--- src/rtl/fpro_bus_arbiter_pkg.sv ---
// +----------------------------------------------------------------------------+
// | Module   : fpro_arb_pkg                                                    |
// | Brief    : Shared types and constants for the FPro two-master arbiter.     |
// | Revision : 1.0                                                            |
// +----------------------------------------------------------------------------+
`default_nettype none

package fpro_arb_pkg;

    localparam int FP_ADDR_W = 21;
    localparam int FP_DATA_W = 32;
    localparam int LOCK_MAX  = 8;

    typedef enum logic [1:0] {
        IDLE = 2'd0,
        BUS  = 2'd1,
        ACK  = 2'd2
    } arb_state_t;

    typedef struct packed {
        logic                 wr;
        logic                 rd;
        logic                 video_cs;
        logic                 mmio_cs;
        logic [FP_ADDR_W-1:0] addr;
        logic [FP_DATA_W-1:0] wr_data;
    } fpro_cmd_t;

endpackage

`default_nettype wire

--- src/rtl/fpro_bus_arbiter_rr_pick2.sv ---
// +----------------------------------------------------------------------------+
// | Module   : rr_pick2                                                        |
// | Brief    : Combinational two-way round-robin picker with lock override.    |
// | Revision : 1.0                                                            |
// +----------------------------------------------------------------------------+
`default_nettype none

module rr_pick2 (
    input  logic [1:0] i_req,
    input  logic       i_last,
    input  logic       i_lock_hold,
    output logic       o_valid,
    output logic       o_pick
);

    always_comb begin
        o_valid = |i_req;
        o_pick  = 1'b0;
        // A held lock only matters while its owner is still asking for the bus.
        if (i_lock_hold && i_req[i_last]) begin
            o_pick = i_last;
        end else if (i_req[0] && i_req[1]) begin
            o_pick = ~i_last;
        end else begin
            o_pick = i_req[1];
        end
    end

endmodule

`default_nettype wire

--- src/rtl/fpro_bus_arbiter.sv ---
// +----------------------------------------------------------------------------+
// | Module   : fpro_bus_arbiter                                                |
// | Brief    : Round-robin two-master arbiter serialising single-word FPro     |
// |            transactions (IDLE -> BUS -> ACK). Define FPRO_ARB_LOCK_EN to    |
// |            enable the bounded bus-lock feature.                            |
// | Revision : 1.0                                                            |
// +----------------------------------------------------------------------------+
`default_nettype none

module fpro_bus_arbiter
    import fpro_arb_pkg::*;
#(
    parameter int ADDR_W = FP_ADDR_W,
    parameter int DATA_W = FP_DATA_W
) (
    input  logic                   clk,
    input  logic                   reset_n,
    input  logic [1:0]             m_req,
    input  logic [1:0]             m_wr,
    input  logic [1:0]             m_rd,
    input  logic [1:0]             m_video_cs,
    input  logic [1:0]             m_mmio_cs,
    input  logic [1:0][ADDR_W-1:0] m_addr,
    input  logic [1:0][DATA_W-1:0] m_wr_data,
    input  logic [1:0]             m_lock,
    output logic [1:0]             m_ack,
    output logic [DATA_W-1:0]      m_rd_data,
    output logic                   fp_video_cs,
    output logic                   fp_mmio_cs,
    output logic                   fp_wr,
    output logic                   fp_rd,
    output logic [ADDR_W-1:0]      fp_addr,
    output logic [DATA_W-1:0]      fp_wr_data,
    input  logic [DATA_W-1:0]      fp_rd_data,
    output logic [1:0]             grant
);

    arb_state_t        state_q, state_d;
    fpro_cmd_t         cmd_q, cmd_d;
    logic [1:0]        grant_q, grant_d;
    logic              last_q, last_d;
    logic              win_q, win_d;
    logic [DATA_W-1:0] rd_data_q, rd_data_d;

    logic              pick_valid;
    logic              pick;
    logic              lock_hold;
    logic              bus_phase;

    rr_pick2 u_pick (
        .i_req       (m_req),
        .i_last      (last_q),
        .i_lock_hold (lock_hold),
        .o_valid     (pick_valid),
        .o_pick      (pick)
    );

    always_comb begin
        state_d   = state_q;
        cmd_d     = cmd_q;
        grant_d   = grant_q;
        last_d    = last_q;
        win_d     = win_q;
        rd_data_d = rd_data_q;
        case (state_q)
            IDLE: begin
                if (pick_valid) begin
                    win_d            = pick;
                    grant_d          = {pick, ~pick};
                    cmd_d.wr         = m_wr[pick];
                    // A command asking for both directions is treated as a write.
                    cmd_d.rd         = m_rd[pick] & ~m_wr[pick];
                    cmd_d.video_cs   = m_video_cs[pick];
                    cmd_d.mmio_cs    = m_mmio_cs[pick];
                    cmd_d.addr       = FP_ADDR_W'(m_addr[pick]);
                    cmd_d.wr_data    = FP_DATA_W'(m_wr_data[pick]);
                    state_d          = BUS;
                end
            end
            BUS: begin
                if (cmd_q.rd) begin
                    rd_data_d = fp_rd_data;
                end
                state_d = ACK;
            end
            ACK: begin
                last_d  = win_q;
                grant_d = 2'b00;
                state_d = IDLE;
            end
            default: state_d = IDLE;
        endcase
    end

    always_ff @(posedge clk or negedge reset_n) begin
        if (!reset_n) begin
            state_q   <= IDLE;
            cmd_q     <= '0;
            grant_q   <= 2'b00;
            last_q    <= 1'b1;
            win_q     <= 1'b0;
            rd_data_q <= '0;
        end else begin
            state_q   <= state_d;
            cmd_q     <= cmd_d;
            grant_q   <= grant_d;
            last_q    <= last_d;
            win_q     <= win_d;
            rd_data_q <= rd_data_d;
        end
    end

`ifdef FPRO_ARB_LOCK_EN
    logic       lock_hold_q, lock_hold_d;
    logic [2:0] streak_q, streak_d;

    // streak_q counts lock-extended grants after the first; the lock is refused
    // once the owner has held LOCK_MAX grants in a row.
    always_comb begin
        lock_hold_d = lock_hold_q;
        streak_d    = streak_q;
        if (state_q == IDLE) begin
            lock_hold_d = 1'b0;
            if (pick_valid) begin
                streak_d = (lock_hold_q && (pick == last_q)) ? streak_q + 3'd1 : 3'd0;
            end
        end else if (state_q == ACK) begin
            lock_hold_d = m_lock[win_q] && (streak_q != 3'(LOCK_MAX - 1));
        end
    end

    always_ff @(posedge clk or negedge reset_n) begin
        if (!reset_n) begin
            lock_hold_q <= 1'b0;
            streak_q    <= 3'd0;
        end else begin
            lock_hold_q <= lock_hold_d;
            streak_q    <= streak_d;
        end
    end

    assign lock_hold = lock_hold_q;
`else
    logic unused_lock;
    assign unused_lock = ^m_lock;
    assign lock_hold   = 1'b0;
`endif

    assign bus_phase   = (state_q == BUS);
    assign fp_wr       = bus_phase & cmd_q.wr;
    assign fp_rd       = bus_phase & cmd_q.rd;
    assign fp_video_cs = bus_phase & cmd_q.video_cs;
    assign fp_mmio_cs  = bus_phase & cmd_q.mmio_cs;
    assign fp_addr     = bus_phase ? ADDR_W'(cmd_q.addr) : '0;
    assign fp_wr_data  = bus_phase ? DATA_W'(cmd_q.wr_data) : '0;
    assign m_ack       = (state_q == ACK) ? {win_q, ~win_q} : 2'b00;
    assign m_rd_data   = rd_data_q;
    assign grant       = grant_q;

endmodule

`default_nettype wire
--- config.mk ---
export PLATFORM = sky130hd
export DESIGN_NAME = fpro_bus_arbiter
export DESIGN_NICKNAME = d
export VERILOG_FILES = /design/src/rtl/fpro_bus_arbiter_pkg.sv /design/src/rtl/fpro_bus_arbiter_rr_pick2.sv /design/src/rtl/fpro_bus_arbiter.sv
export SDC_FILE = /design/constraint.sdc
export NUM_CORES = 1
export LEC_CHECK = 0
export ABC_AREA = 1
export CAP_MARGIN = 25
export CORE_MARGIN = 8
export CORE_UTILIZATION = 42
export CTS_CLUSTER_DIAMETER = 200
export CTS_CLUSTER_SIZE = 40
export DETAILED_ROUTE_END_ITERATION = 12
export GPL_ROUTABILITY_DRIVEN = 0
export PLACE_DENSITY = 0.86
export SETUP_SLACK_MARGIN = 0.15
export SLEW_MARGIN = 5
export SYNTH_ARGS = -nofsm -noshare
export SYNTH_HDL_FRONTEND = slang
export SYNTH_SLANG_ARGS = --single-unit
export TNS_END_PERCENT = 30
--- constraint.sdc ---
create_clock -name clk -period 4 [get_ports clk]
set_input_delay 0.6 -clock clk [delete_from_list [all_inputs] [get_ports clk]]
set_output_delay 0.6 -clock clk [all_outputs]
set_load 0.05 [all_outputs]
# Word-level counts from Yosys, hierarchy flattened
# Index checks and enable logic that the tools add are counted.
dict set report totals {
  latch_bits 0
  ram_bits 0
  mem_bits_ro 0
  memories 0
  wordCells 51
  in_bits 152
  ff_bits 95
}
dict set report op_classes {
  add_sub_neg 0
  n_mul 0
  bitwise_logic 9
  order_cmp 1
  n_reduce_logical 7
  div_mod_pow 0
  n_eq_ne 3
  n_shift 0
  n_mux 20
}
# cell n
set ops {}
lappend ops {{$mux W32} 3}
lappend ops {{$mux W21} 3}
lappend ops {{$mux W1} 9}
lappend ops {{$pmux W2 S2} 2}
lappend ops {{$mux W2} 3}
lappend ops {{$reduce_and A2 Y1} 3}
lappend ops {{$and A1 B1 Y1} 5}
lappend ops {{$not A1 Y1} 4}
lappend ops {{$eq A2 B1 Y1 const B} 1}
lappend ops {{$eq A2 B2 Y1 const B} 1}
lappend ops {{$logic_not A2 Y1} 1}
lappend ops {{$lt A1 B2 Y1 const B} 1}
lappend ops {{$ne A2 B2 Y1 const B} 1}
lappend ops {{$reduce_bool A2 Y1} 1}
lappend ops {{$reduce_or A2 Y1} 1}
lappend ops {{$logic_and A1 B1 Y1} 1}

# Depth between registers and ports, before layout
# Gate-level depths: netlist (run 1).
dict set report depth {
  ltp_word 6
  depth_mapped 8
}

# Cells and area by module
# A second synthesis (run 1) with hierarchy kept.
dict set report unflattened {
  hier_cells 661
  hier_area_um2 4659.5
}
# module cells_each instances area_per_inst_um2
set modules_own_cells {}
lappend modules_own_cells {fpro_bus_arbiter 654 1 4630.7}
lappend modules_own_cells {rr_pick2 7 1 28.8}

# Least setup slack after synthesis (run 1)
# No wires, ideal clock.
dict set report synth_timing {
  path_kind {register to output}
  from {register state_q[1]}
  to {output port fp_addr[11]}
  path_stages_with_launch 6
  required_ns 3.400
  t_arrival_ns 1.532
  path_slack_ns 1.868
  cell_sequence {dfrtp_1 nor2_2 inv_1 buf_2 buf_2 nor2_1}
}
dict set report synth_via {
  elab_chain_len 2
}
# item line_no
set synth_rtl {}
lappend synth_rtl {{from (decl)} fpro_bus_arbiter.sv:38} ;# arb_state_t state_q, state_d;
lappend synth_rtl {{from (signal assigned)} fpro_bus_arbiter.sv:104} ;# state_q <= state_d;
lappend synth_rtl {{$eq A2 B1 Y1} fpro_bus_arbiter.sv:149} ;# assign bus_phase = (state_q == BUS);
lappend synth_rtl {{$mux W21} fpro_bus_arbiter.sv:154} ;# assign fp_addr = bus_phase ? ADDR_W'(cmd_q.addr) : '0;
lappend synth_rtl {{to (decl)} fpro_bus_arbiter.sv:32} ;# output logic [ADDR_W-1:0] fp_addr,
# No other way between the ends.

# Worst setup path in the final report (run 1)
dict set report layout_timing {
  from {register state_q[1]}
  to {output port fp_rd}
}
dict set report layout_via {
  elab_chain_len 2
}
# item line_no
set layout_rtl {}
lappend layout_rtl {{$eq A2 B1 Y1} fpro_bus_arbiter.sv:149}
lappend layout_rtl {{$and A1 B1 Y1} fpro_bus_arbiter.sv:151} ;# assign fp_rd = bus_phase & cmd_q.rd;
lappend layout_rtl {{to (decl)} fpro_bus_arbiter.sv:31} ;# output logic fp_rd,
# No other way between the ends.

==> results.cfg, run 1 <==
[status]
status = finished clean

[routing]
drtPass1Iterations = 4
ant_nets = 0
post_drt_wl_per_cell_um = 15.9
vias = 4678
drc = 0
drt_iter0_markers = 200
via_per_inst = 4.80
routed_wirelength_um = 15500

[worst_hold_path]
min_path_type = in -> async

[sta]
max-slew-margin-rel_pct = 36.0
timing.setup.tns_ps = 0
max_freq_mhz = 310
tightest_slew_ps = 958
fin_crit_sh_pct = 80.7
final.setup_skew_ps = 10.2
period_minus_slack_ps = 3230
setup_viol = 0
hold_ws_ps = 248
rsz0062_at_grt = false
slew_viol_final = 0
hold_viol = 0

[yosys]
synth_area_leaders = dfrtp_1 52%, nand2_1 24%, inv_1 5.1%
synth-simple-area-share_pct = 34.9
ys_ff_latch = 95
synthXorXnorAreaFrac_pct = 0
synth_nets = 759
yosys.area.top_type_share_pct = 52.3
synth_compound_area_share_pct = 2.42
synth_top_family_by_area = simple AND/OR/NAND/NOR gates
syn_area_um2 = 4500
synthAdderAreaFrac_pct = 0
synth.avg_cell_area_um2 = 7.41
ys_seq_area_share_pct = 52.9
yosys.area.top_type = dfrtp_1
syn_inst = 607
ys_types = 19
synthMuxAreaShare_pct = 0
synth_warnings = 0

[clocking]
postCtsSetupBuffers = 0
tritoncts = yes
ctsResizeCount = 0
htreeDepth = 3
clock_latency_ps = 350
numCtsBuffers = 9
cts_hold_buf = 0
cts_max_path_buffers = 2
clk_transition_reported_paths_ps = 90
cts_sinks = 95
cts_root_buffer = clkbuf_8

[cells_and_area]
drive_gt1_share_pct = 3.58
syn2layout_area_growth_pct = 60.1
fill_cells = 821
n_antenna_cell = 0
fin_util_pct = 69.4
fin_nets = 986

[setup_path]
crit_family = buffers and inverters
crit_type = reg -> out
cp.buffers_inverters = 3
r2r_slack_ps = 1890
r2r_cells = 6
r2r_start = last_q
cp-end-kind = output pin
cp.arrival_ps = 2630
crit_path_top_delay_cell = clkdlybuf4s50_1
worst-path-max-fanout = 33
crit_chain = nor2_2, nand2_1, buf_4, inv_2, clkdlybuf4s50_1
r2r_end = cmd_q[1]
max_stage_delay_ps = 910
cp-start-kind = flop
required_ps = 3400

[power_and_ir_drop]
p_per_area_nw_per_um2 = 823
p_sw_mw = 2.95
p_leak_nw = 3.46
internal_power_mw = 2.97
switching_share_pct = 49.8
seq_power_share_pct = 28.2
combinationalPowerShare_pct = 59.2
clockPowerShare_pct = 12.6
ir_worst_vdd_mv = 0.459

[grt]
antenna_found_initial = 0
grt_overflow_total = 0
grt.total_usage_pct = 21.1
grt_first_pass_wirelength_um = 24500
grt_max_degree = 57
grt_pass1_vias = 5063

[die]
io_pins = 245
die_h_um = 119
num_rows = 37
die_area_um2 = 14300
coreArea_um2 = 10400
start_util_pct = 43.4
die_w_um = 119

[flow_run]
drv_cap = 0

[placement]
port-buffer-count = 242
dp_hpwl_um = 11600
==> synthesized netlist by cell type <==
| library cell | number |
|---|---|
| inv_2 | 3 |
| nand3_1 | 44 |
| a21oi_1 | 1 |
| buf_6 | 6 |
| dfrtp_1 | 94 |
| nor2_4 | 1 |
| buf_2 | 16 |
| dfstp_2 | 1 |
| nor2_1 | 59 |
| inv_1 | 61 |
| clkbuf_2 | 1 |
| nand2_1 | 290 |
| o21ai_0 | 16 |
| buf_4 | 5 |
| nor2_8 | 1 |
| nor2_2 | 1 |
| o21ai_1 | 3 |
| clkbuf_1 | 3 |
| o21ai_2 | 1 |
==> layer usage <==
metal	global-route usage, %	share of wire, %	vias to the layer above
met4	8.98	3.0	0
met1	22.6	39	2207
met5	0	0	-
met2	38.4	51	179
met3	5.53	7.1	34
li1	-	-	2258
==> power by group through the flow <==
stage	Sequential, mW	Clock, mW	Combinational [mW]
finish	1.67	0.745	3.51
global route	1.72	0.798	3.77
CTS	1.67	0.764	3.53
detailed placement	1.68	0	3.51
global placement	1.65	0	3.42
floorplan	2.22	0	1.78
==> layout by cell type (no fill, tap or decap), types with 2 or more instances in the layout <==
master / n
buf_4: 4
bufinv_16: 3
clkbuf_8: 9
clkdlybuf4s50_1: 241
clkinv_2: 2
dfrtp_1: 94
inv_1: 60
inv_2: 4
nand2_1: 290
nand3_1: 44
nor2_1: 59
o21ai_0: 16
o21ai_1: 3
==> flip-flops by register name, indices dropped and copies added (netlist names) <==
| name | cells |
|---|---|
| state_q | 2 |
| cmd_q | 57 |
| last_q | 1 |
| win_q | 1 |
| grant | 2 |
| m_rd_data | 32 |
==> per-stage QoR <==
stage	worst slack, ps	std cells	instance area [um^2]	power (mW)
6_report	771	975	7200	5.92
5_1_grt	596	975	7200	6.28
4_1_cts	727	974	7180	5.96
3_5_place_dp	1130	958	6940	5.19
3_3_place_gp	1160	957	6920	5.07
2_1_floorplan	1870	607	4500	4.00
==> final cells by class <==
type | count | area, um^2 | share of cell area, %
clock buffers | 10 | 128 | 1.77
clock inverters | 6 | 109 | 1.51
inverters | 64 | 240 | 3.34
multi-input cells | 417 | 1680 | 23.4
flip-flops and latches | 95 | 2380 | 33.0
well taps | 136 | 170 | 2.36
repair buffers | 247 | 2490 | 34.6
==> kinds of logic (layout without fill, tap and decap cells) <==
family | count (synthesis) | after routing
AND/OR/NAND/NOR | 396 | 396
buffers and inverters | 95 | 327
flip-flops | 95 | 95
AO/OA/AOI/OAI | 21 | 21
==> how the worst max path moves through the flow <==
stage,startpoint,to,cells after the start
3_5_place_dp,state_q[1],fp_rd,5
4_1_cts,state_q[1],fp_rd,5
5_1_grt,state_q[1],fp_rd,5
3_3_place_gp,state_q[1],fp_rd,5
2_1_floorplan,state_q[1],fp_addr[11],5
6_report,state_q[1],fp_rd,5
Power figures use the tool's default switching activity.
==> run 2: changes to the inputs <==
- CORE_UTILIZATION: 42 -> 39
- PLACE_DENSITY: 0.86 -> 0.81
- clock period: 4 -> 3.4 ns (I/O delays scaled with it)
==> run 2 against run 1 <==
First-iteration DRC count up 31%; clock power is 27% higher; worst setup slack got worse by 290 ps; via count decreased by 3.9%; clock-buffer cell count increased by 1; critical path depth unchanged; utilization is 5.5 points lower; sequential power grew 16%.
==> results.cfg, run 2 (synthesis gave the netlist of run 1 again) <==
[status]
status = finished clean

[cells_and_area]
fin_nets = 987
layout_commonest_cell = nand2_1
regArea_um2 = 2380
largest_reg_flops = 57
design_area_um2 = 7240
fin_util_pct = 63.9
layout_common_cells = 290 x nand2_1, 240 x clkdlybuf4s50_1, 94 x dfrtp_1
drive_gt1_share_pct = 3.81
multi_input_area_um2 = 1680
fin_cells = 983
n_antenna_cell = 0
fill_cells = 991
regMostFlops = cmd_q
syn2layout_area_growth_pct = 60.9

[clocking]
cts_root_buffer = clkbuf_16
htreeDepth = 3
numCtsBuffers = 9
ctsResizeCount = 0
cts_max_path_buffers = 2
cts_sinks = 95
cts_hold_buf = 0
postCtsSetupBuffers = 0
clock_latency_ps = 330
tritoncts = yes
clk_transition_reported_paths_ps = 70

[sta]
slew_viol_final = 0
worst_slack_ps = 479
fin_crit_sh_pct = 85.9
hold_ws_ps = 184
timing.setup.tns_ps = 0
final.setup_skew_ps = 6.75
setup_viol = 0
period_minus_slack_ps = 2920
rsz0062_at_grt = false
max-slew-margin-rel_pct = 57.6
tightest_slew_ps = 636
hold_viol = 0
max_freq_mhz = 342

[grt]
use_met1_pct = 22.3
grt_overflow_total = 0
grt_pass1_vias = 4444
antenna_found_initial = 0
grt.total_usage_pct = 18.7
busiest_layer = met2
grt_first_pass_wirelength_um = 22600
grt_max_degree = 49
met2_usage_pct = 31.9
use_met3_pct = 4.89

[routing]
drc = 0
post_drt_wl_per_cell_um = 15.1
drtPass1Iterations = 4
routed_wirelength_um = 14800
vias = 4495
ant_nets = 0
via_per_inst = 4.57
drt_iter0_markers = 262

[setup_path]
r2r_end = cmd_q[38]
cp.arrival_ps = 2410
r2r_slack_ps = 1480
required_ps = 2890
r2r_start = last_q
crit_type = reg -> out
cp-end-kind = output pin
cp-start-kind = flop
worst-path-max-fanout = 44
r2r_cells = 7

[placement]
place_ws_ps = 635
port-buffer-count = 242
post_dp_cell_area_um2 = 6960
dp.cells = 967
dp_hpwl_um = 10800

[power_and_ir_drop]
p_total_mw = 6.97
p_per_area_nw_per_um2 = 964
ir_worst_vdd_mv = 0.606
p_leak_nw = 3.47

[flow_run]
drv_cap = 0

[die]
die_area_um2 = 15200
die_w_um = 123
num_rows = 39
io_pins = 245
die_h_um = 123
coreArea_um2 = 11300
start_util_pct = 39.7

[worst_hold_path]
min_path_type = in -> async
## run 2: per-layer routing
metal,vias up,wire length (um)
met5,-,0
met4,0,250
met3,20,1260
met2,172,7250
met1,2042,6050
li1,2261,-
## run 2: area by class of cell
class	count	share of cell area, %
multi-input cells	417	23.3
flip-flops and latches	95	32.9
repair buffers	248	34.2
clock buffers	11	3.35
well taps	143	2.47
clock inverters	5	0.467
inverters	64	3.35
## run 2: worst max-delay path: stages (launching register included)
cell and delay, ps:
dfrtp_1 410, nor2_2 220, inv_4 210, buf_4 260
nor2_1 130, clkdlybuf4s50_1 840
## run 2: how the worst max path moves through the flow
stage | from | to | slack (ps) | depth (start not counted)
6_report | state_q[1] | fp_addr[2] | 480 | 5
5_1_grt | state_q[1] | fp_addr[2] | 310 | 5
4_1_cts | state_q[0] | fp_addr[2] | 250 | 6
3_5_place_dp | state_q[0] | fp_addr[2] | 630 | 6
3_3_place_gp | state_q[0] | fp_addr[1] | 690 | 6
2_1_floorplan | state_q[1] | fp_addr[11] | 1360 | 5
## run 2: report_power, final
part	internal (mW)	switching, mW
Clock	0.515	0.429
Combinational	1.31	2.78
Sequential	1.69	0.254
==> run 3: changes to the inputs <==
- TNS_END_PERCENT: 30 -> default
==> results of run 3 <==
Same layout as run 2: the final DEF is identical, and so are final timing and power.
